[src/rtl/minbd_pkg.sv]
// Shared MinBD router types: direction indices, port vectors, flit ids,
// plus the single-flit port pick used by the deflection allocator.
package minbd_pkg;

  localparam int NUM_DIR   = 5;
  localparam int DIR_N     = 0;
  localparam int DIR_E     = 1;
  localparam int DIR_S     = 2;
  localparam int DIR_W     = 3;
  localparam int DIR_L     = 4;
  localparam int FLIT_ID_W = 6;

  typedef logic [NUM_DIR-1:0]   port_vec_t;
  typedef logic [FLIT_ID_W-1:0] flit_id_t;

  function automatic port_vec_t lowest_bit(input port_vec_t v);
    return v & (~v + port_vec_t'(1));
  endfunction

  // Productive port if one is free, else the lowest free network port.
  // Local is never offered as a deflection target.
  function automatic port_vec_t pick_port(input port_vec_t pref, input port_vec_t free);
    port_vec_t cand;
    port_vec_t net_free;
    cand     = pref & free;
    net_free = free & ~(port_vec_t'(1) << DIR_L);
    if (|cand) return lowest_bit(cand);
    else       return lowest_bit(net_free);
  endfunction

endpackage

[src/rtl/golden_epoch_ctr.sv]
// Golden epoch counter: advances golden_id once every EPOCH_LEN cycles,
// wrapping golden_id at NUM_NODES.
module golden_epoch_ctr #(
  parameter int WIDTH_ID  = 6,
  parameter int EPOCH_LEN = 64,
  parameter int NUM_NODES = 16
) (
  input  logic                clk,
  input  logic                rst_n,
  output logic [WIDTH_ID-1:0] golden_id
);

  localparam int EW = $clog2(EPOCH_LEN);

  logic [EW-1:0] epoch_cnt;
  logic          epoch_wrap;

  assign epoch_wrap = (epoch_cnt == EW'(EPOCH_LEN - 1));

  always_ff @(posedge clk or negedge rst_n) begin
    if (!rst_n) begin
      epoch_cnt <= '0;
      golden_id <= '0;
    end else begin
      epoch_cnt <= epoch_wrap ? '0 : epoch_cnt + EW'(1);
      if (epoch_wrap) begin
        if (golden_id == WIDTH_ID'(NUM_NODES - 1)) golden_id <= '0;
        else                                       golden_id <= golden_id + WIDTH_ID'(1);
      end
    end
  end

endmodule

[src/rtl/defl_port_alloc.sv]
// MinBD registered output-port allocator (golden + rotating silver priority).
// Optional deflection statistics counter: DEFL_PORT_ALLOC_STATS_EN.
module defl_port_alloc
  import minbd_pkg::*;
#(
  parameter int NUM_IN    = 4,
  parameter int WIDTH_ID  = 6,
  parameter int EPOCH_LEN = 64,
  parameter int NUM_NODES = 16
) (
  input  logic                             clk,
  input  logic                             rst_n,
  input  logic [NUM_IN-1:0]                in_valid,
  input  logic [NUM_IN-1:0][NUM_DIR-1:0]   in_pref,
  input  logic [NUM_IN-1:0][WIDTH_ID-1:0]  in_id,
  output logic [NUM_IN-1:0]                alloc_valid,
  output logic [NUM_IN-1:0][NUM_DIR-1:0]   alloc_port,
  output logic [NUM_IN-1:0]                alloc_defl,
  output logic [WIDTH_ID-1:0]              golden_id
`ifdef DEFL_PORT_ALLOC_STATS_EN
  ,
  output logic [15:0]                      defl_count
`endif
);

  logic [1:0]                      silver_ptr;
  logic [NUM_IN-1:0][NUM_DIR-1:0]  grant;
  logic [NUM_IN-1:0]               defl_d;

  golden_epoch_ctr #(
    .WIDTH_ID  (WIDTH_ID),
    .EPOCH_LEN (EPOCH_LEN),
    .NUM_NODES (NUM_NODES)
  ) u_epoch (
    .clk       (clk),
    .rst_n     (rst_n),
    .golden_id (golden_id)
  );

  // Golden flits claim ports first in index order, then the rest in
  // rotating order from the silver pointer.
  always_comb begin
    port_vec_t  free;
    port_vec_t  g;
    logic [1:0] idx;
    free   = '1;
    g      = '0;
    idx    = '0;
    grant  = '0;
    defl_d = '0;
    for (int i = 0; i < NUM_IN; i++) begin
      if (in_valid[i] && (in_id[i] == golden_id)) begin
        g        = pick_port(in_pref[i], free);
        grant[i] = g;
        free     = free & ~g;
      end
    end
    for (int k = 0; k < NUM_IN; k++) begin
      idx = silver_ptr + 2'(k);
      if (in_valid[idx] && (in_id[idx] != golden_id)) begin
        g          = pick_port(in_pref[idx], free);
        grant[idx] = g;
        free       = free & ~g;
      end
    end
    for (int i = 0; i < NUM_IN; i++) begin
      defl_d[i] = in_valid[i] & ~|(grant[i] & in_pref[i]);
    end
  end

  always_ff @(posedge clk or negedge rst_n) begin
    if (!rst_n) begin
      silver_ptr  <= '0;
      alloc_valid <= '0;
      alloc_port  <= '0;
      alloc_defl  <= '0;
    end else begin
      silver_ptr  <= silver_ptr + 2'd1;
      alloc_valid <= in_valid;
      alloc_port  <= grant;
      alloc_defl  <= defl_d;
    end
  end

`ifdef DEFL_PORT_ALLOC_STATS_EN
  logic [16:0] defl_sum;

  assign defl_sum = {1'b0, defl_count} + 17'($countones(alloc_defl));

  always_ff @(posedge clk or negedge rst_n) begin
    if (!rst_n)            defl_count <= '0;
    else if (defl_sum[16]) defl_count <= 16'hFFFF;
    else                   defl_count <= defl_sum[15:0];
  end
`endif

endmodule
[config.mk]
export PLATFORM = sky130hd
export DESIGN_NAME = defl_port_alloc
export DESIGN_NICKNAME = d
export VERILOG_FILES = /design/src/rtl/minbd_pkg.sv /design/src/rtl/golden_epoch_ctr.sv /design/src/rtl/defl_port_alloc.sv
export SDC_FILE = /design/constraint.sdc
export NUM_CORES = 1
export LEC_CHECK = 0
export ABC_AREA = 1
export BUFFER_PORTS_ARGS = -buffer_cell sky130_fd_sc_hd__clkbuf_2
export CORE_MARGIN = 2
export CORE_UTILIZATION = 45
export DETAILED_ROUTE_END_ITERATION = 10
export PLACE_DENSITY = 0.73
export REMOVE_ABC_BUFFERS = 1
export SYNTH_ARGS = -nofsm -noshare
export SYNTH_HDL_FRONTEND = slang
export SYNTH_SLANG_ARGS = --single-unit
[constraint.sdc]
create_clock -name clk -period 6.39 [get_ports clk]
set_clock_uncertainty 0.05 [all_clocks]
set_input_delay 0.3195 -clock clk [delete_from_list [all_inputs] [get_ports clk]]
set_output_delay 0.3195 -clock clk [all_outputs]
set_load 0.01 [all_outputs]
Word-level counts from Yosys, hierarchy flattened --
Index checks and enable logic that the tools add are counted.
Storage, ports and cells: register bits 42, input bits 50, output and inout bits 34, logic and storage cells 202
Cells by class: $add $sub $neg 20, order comparisons 8, equality and inequality tests 10, multiplexer cells 69, bitwise gates (word level) 58, reduce and logical (&&, ||, !) cells 28
Operator list (count):
- 2-to-1 mux 5 bit | 35
- bitwise AND 5 bit | 25
- bitwise mux 20 bit | 4
- 2-to-1 mux 20 bit | 4
- adder 5 x 1 -> 5 bit, second input constant | 15
- NOT 5 bit | 15
- OR reduction 5 bit | 12
- binary-select mux 6 bit (select 2 bit) | 4
- binary-select mux 5 bit (select 2 bit) | 4
- demux 5 bit (select 2 bit) | 4
- 2-to-1 mux 6 bit | 6
- bitwise AND 4 x 5 -> 5 bit | 7
- NOT 4 -> 5 bit | 7
- == test 6 bit | 4
- inequality test 6 bit | 4
- adder 6 x 1 -> 6 bit, second input constant | 2
- logical AND 1 bit | 12
- < comparator 2 x 3 -> 1 bit, second input constant | 4
- binary-select mux 1 bit (select 2 bit) | 4
- >= comparator 2 x 1 -> 1 bit, second input constant | 4
- == test 6 x 4 -> 1 bit, second input constant | 1
- == test 6 bit, second input constant | 1
- adder 2 bit, second input constant | 2
- bitwise AND 1 bit | 4
- other kinds (3) | 9

Longest topological paths before layout --
depth in word-level cells 73, mapped depth 54, mapped depth without buffers 53

Modules after synthesis --
A second synthesis with hierarchy kept.
Unflattened totals: cells, all modules 1026, area total of the unflattened synthesis 5884.4 um^2
By module, submodules not included:
- defl_port_alloc | times used 1, cells an instance 951, area each 5278.8 um^2, sequential area each 750.7 um^2
- golden_epoch_ctr | times used 1, cells an instance 75, area each 605.6 um^2, sequential area each 300.3 um^2

Worst setup path after synthesis --
Ideal clock, no wire load.
path kind register to register, from register u_epoch.golden_id[1], to register alloc_defl[3], library setup time 0.114 ns, arrival 4.735 ns, data required time 6.226 ns, path slack 1.491 ns, stages on the path, launching flop included 53, buffers on the path 1, clock period less this slack 4.899 ns, path through dfrtp_1 -> buf_4 -> inv_4 -> nand2_2 -> nand2_1 -> inv_2 -> nand2_2 -> nor2_4 -> nand3_2 -> nand2_2 -> nand2_2 -> nor2_4 -> nand2_2 -> nand2_1 -> nand2_1 -> nand3_2 -> nand4_4 -> nand2_1 -> [... 17 more ...] -> nor2_4 -> nand3_1 -> nand2_2 -> nand2_1 -> nand3_1 -> nand2_2 -> nor2_4 -> nand3_1 -> nand2_2 -> nand2_2 -> nand3_4 -> nand2_4 -> nor3_4 -> nand2_2 -> nand2_1 -> nand3_1 -> nand3_1 -> nor2_1
Between the ends: cells in the longest elaborated chain, start to end 69, elaborated cells between the ends (all ways) 118, classes of those cells 14 x add/sub; 8 x eq/ne; 30 x mux; 49 x bitwise; 17 x reduce/logical
RTL lines:
- start: declaration | line golden_epoch_ctr.sv:10 | output logic [WIDTH_ID-1:0] golden_id
- start signal: assignment | line golden_epoch_ctr.sv:28 | else golden_id <= golden_id + WIDTH_ID'(1);
- == test 6 bit | line defl_port_alloc.sv:52 | if (in_valid[i] && (in_id[i] == golden_id)) begin
- logical AND 1 bit | line defl_port_alloc.sv:52
- 2-to-1 mux 5 bit | line defl_port_alloc.sv:52
- bitwise AND 5 bit | line minbd_pkg.sv:25 | cand = pref & free;
- NOT 5 bit | line minbd_pkg.sv:17 | return v & (~v + port_vec_t'(1));
- adder 5 x 1 -> 5 bit | line minbd_pkg.sv:17
- bitwise AND 5 bit | line minbd_pkg.sv:17
- 2-to-1 mux 5 bit | line minbd_pkg.sv:27 | if (|cand) return lowest_bit(cand);
- [... 54 more ...]
- 2-to-1 mux 5 bit | line defl_port_alloc.sv:60 | if (in_valid[idx] && (in_id[idx] != golden_id)) begin
- bitwise mux 20 bit | line defl_port_alloc.sv:62 | grant[idx] = g;
- 2-to-1 mux 20 bit * | line defl_port_alloc.sv:60
- bitwise AND 5 bit * | line defl_port_alloc.sv:67 | defl_d[i] = in_valid[i] & ~|(grant[i] & in_pref[i]);
- OR reduction 5 bit * | line defl_port_alloc.sv:67
- zero test 1 bit * | line defl_port_alloc.sv:67
- bitwise AND 1 bit * | line defl_port_alloc.sv:67
- via defl_d[3] | line defl_port_alloc.sv:28 | logic [NUM_IN-1:0] defl_d;
- end signal: assignment | line defl_port_alloc.sv:81 | alloc_defl <= defl_d;
- end: declaration | line defl_port_alloc.sv:18 | output logic [NUM_IN-1:0] alloc_defl,
Mark *: on every way through the listed nets, which the timed path passes. The rest lies on a longest branch. The select of a mux whose other input is x is not followed. A chain may end at the register's enable or synchronous reset.

Final worst setup path --
from register u_epoch.golden_id[4], to register alloc_defl[3]
Same word-level chain as after synthesis.

==> run_results.csv <==
group,metric,value,unit
critical_path,rr_worst_depth,52,
floorplan,die_h,119,µm
synthesis,synth_area,0.00594,mm²
synthesis,synthTopCellsByArea,"dfrtp_1 (18%), nand2_1 (17%), o21ai_0 (11%), inv_1 (8.8%), nand3_1 (8.0%)",
grt,grt-ovfl-total,0,
floorplan,io_pins,84,
worst_hold_path,hold_class,"in -> async",
grt,grt_pass1_vias,6095,
finish,fin_nets,1159,
place,hpwl,16.6,mm
sta,finalCriticalPeriod,5.63,ns
grt,grt_max_degree,75,
critical_path,worstPathMaxFanout,8,
clock_network,cts.sinks,42,
floorplan,chipWidth,119,µm
clock_network,clock_path_buffers,2,
finish,num-fill-cells,1335,
sta,timing.hold.ws,0.136,ns
pwr,p_leak,3.54,nW
synthesis,yosysTopAreaCell,"dfrtp_1",
sta,hold_viol,0,
synthesis,synth_edf_count,0,
critical_path,crit_top_cell,"nand2_1",
finish,seqCellArea,0.00106,mm²
grt,grt_pass1_wl,32.5,mm
finish,drive_above_1_share,0.181,
clock_network,h-tree-depth,2,
route,wl_per_cell,16.1,µm
route,num_vias,6987,
floorplan,row_count,41,
synthesis,synth_seq_cells,42,
critical_path,reg2reg_to,"alloc_defl[3]",
place,dp_cells,1260,
clock_network,cts_made_buffers,5,
sta,rsz0062_at_grt,"no",
pwr,cellPowerDensity,116,mW/mm²
synthesis,synth-seq-area-share,0.177,
sta,worst_pin_slew,0.952,ns
status,status,"completed",
pwr,p_total,783,µW
finish,fin_cells,1276,
synthesis,async_flop_share,1.00,
critical_path,rrSetupSlack,0.76,ns
critical_path,worstSetupPathType,"reg -> reg",
sta,finalSetupViolCount,0,
clock_network,clkTransAtPathRegs,0.06,ns
critical_path,slowest_stage,"dfrtp_2",
critical_path,rr_startpoint,"u_epoch.golden_id[4]",
synthesis,ys_types,48,
sta,fmax,0.178,GHz
critical_path,endpoint_kind,"flop",
route,drt_first_pass_iters,6,
critical_path,required,6.51,ns
clock_network,cts_tree,"built",
finish,final_common_cell,"nand2_1",
critical_path,max_stage_delay,0.47,ns
sta,post-route-period-util,0.881,
sta,tns,0,ns
route,drt_iter0_markers,829,
route,antenna_left,0,
synthesis,synth.top_cell.area_share,0.177,
synthesis,synthCells,1022,
clock_network,root_buffer,"clkbuf_16",
synthesis,syn_area_per_cell,5.81,µm²
critical_path,crit_arrival,5.75,ns
floorplan,dieArea,0.0141,mm²
finish,area_delta_synth_final,13.5,%
run,cap_viol_max_count,0,
pwr,vdd_ir_drop_max,0.124,mV
clock_network,insertion_delay,0.27,ns
finish,final_cell_mix,"nand2_1 (273), inv_1 (139), o21ai_0 (126)",
route,wirelength,20.5,mm
route,drc,0,
route,viasPerCell,5.48,
place,place_congestion,0.990,
grt,antenna_found_initial,0,
critical_path,worstSetupStartpointType,"flop",
sta,drv_slew,0,
finish,multi_input_area,0.00415,mm²
grt,grtUsageTotal,0.286,
place,io_buffers,83,
clock_network,ctsHoldBuffers,0,
synthesis,ys_warn_count,0,
floorplan,core_area,0.0128,mm²
floorplan,start_util,0.465,
synthesis,synth-main-ff-cell,"dfrtp_1",
sta,slew_headroom,0.366,
## report_power, final
group	switching [mW]	total, mW	leakage (nW)	internal [mW]
registers	0.00303	0.280	0.528	0.277
logic	0.172	0.252	2.94	0.0800
clock network	0.0961	0.251	0.0729	0.154
total	0.271	0.783	3.54	0.511
## cell families (layout without fill, tap and decap cells)
kind of cell / after synthesis / after routing / share of synthesized area
xor+xnor: 30 / 30 / 0.0442
flops: 42 / 42 / 0.177
simple gates: 552 / 552 / 0.444
buf+inv: 189 / 270 / 0.126
other cells: 0 / 1 / 0
fa+ha+maj: 7 / 7 / 0.0147
compound gates: 202 / 202 / 0.194
## worst max path at each step
stage | startpoint | endpoint | slack (ns) | cells past startpoint
after floorplan | silver_ptr[0] | alloc_defl[3] | 1.14 | 26
after global placement | u_epoch.golden_id[3] | alloc_defl[3] | 0.62 | 46
after detailed placement | u_epoch.golden_id[4] | alloc_defl[0] | 0.56 | 50
after CTS | u_epoch.golden_id[4] | alloc_defl[0] | 0.53 | 50
after global routing | u_epoch.golden_id[4] | alloc_defl[1] | 0.003 | 50
final | u_epoch.golden_id[4] | alloc_defl[3] | 0.76 | 52
## layer usage
metal | vias up | routed length, µm | global-route usage | part of all wire
met5 | - | 0 | 0 | 0
met4 | 0 | 347 | 0.0647 | 0.017
met3 | 33 | 2290 | 0.0383 | 0.11
met2 | 405 | 8730 | 0.435 | 0.43
met1 | 3053 | 9110 | 0.429 | 0.44
li1 | 3496 | - | - | -
## area by class of cell
type                       count  area share
sequential                    42       0.157
antenna                        1    0.000371
clock buffer                   6      0.0206
clock inverter                 2     0.00186
tap                          172      0.0319
timing repair buffer         100      0.0806
multi-input combinational    791       0.616
inverter                     162      0.0917
## synth_stat cells, types with 11 or more instances
master and number:
a21oi_1 20, a31oi_1 12, clkbuf_1 21, dfrtp_1 42, inv_1 140, inv_2 11
nand2_1 273, nand2_2 29, nand3_1 95, nand3_2 16, nand4_1 17, nor2_1 76
o211ai_1 16, o21ai_0 126, xor2_1 27
## flip-flops by register name (all words and copies together) (netlist names)
name and cells:
alloc_defl 4, u_epoch.epoch_cnt 6, alloc_valid 4, silver_ptr 2
u_epoch.golden_id 6, alloc_port 20
## repair_timing
| item | in CTS | in global routing |
|---|---|---|
| resized for setup | 0 | 8 |
| setup endpoints to repair | 0 | 23 |
| setup buffers | 0 | 7 |
## critical path, delay by kind of cell (launching register included)
| kind | cells | cell delay [ns] |
|---|---|---|
| buffers and inverters | 4 | 0.34 |
| DFF | 1 | 0.47 |
| and+or+nand+nor | 48 | 4.66 |
## per-stage QoR
step	util	worst slack, ns	cell area (µm²)
6_report	0.528	0.759	6740
5_1_grt	0.527	0.00293	6740
4_1_cts	0.522	0.534	6670
3_5_place_dp	0.510	0.562	6520
3_3_place_gp	0.510	0.620	6520
2_1_floorplan	-	1.14	5810
No activity file was read; power rests on OpenSTA's default activity.
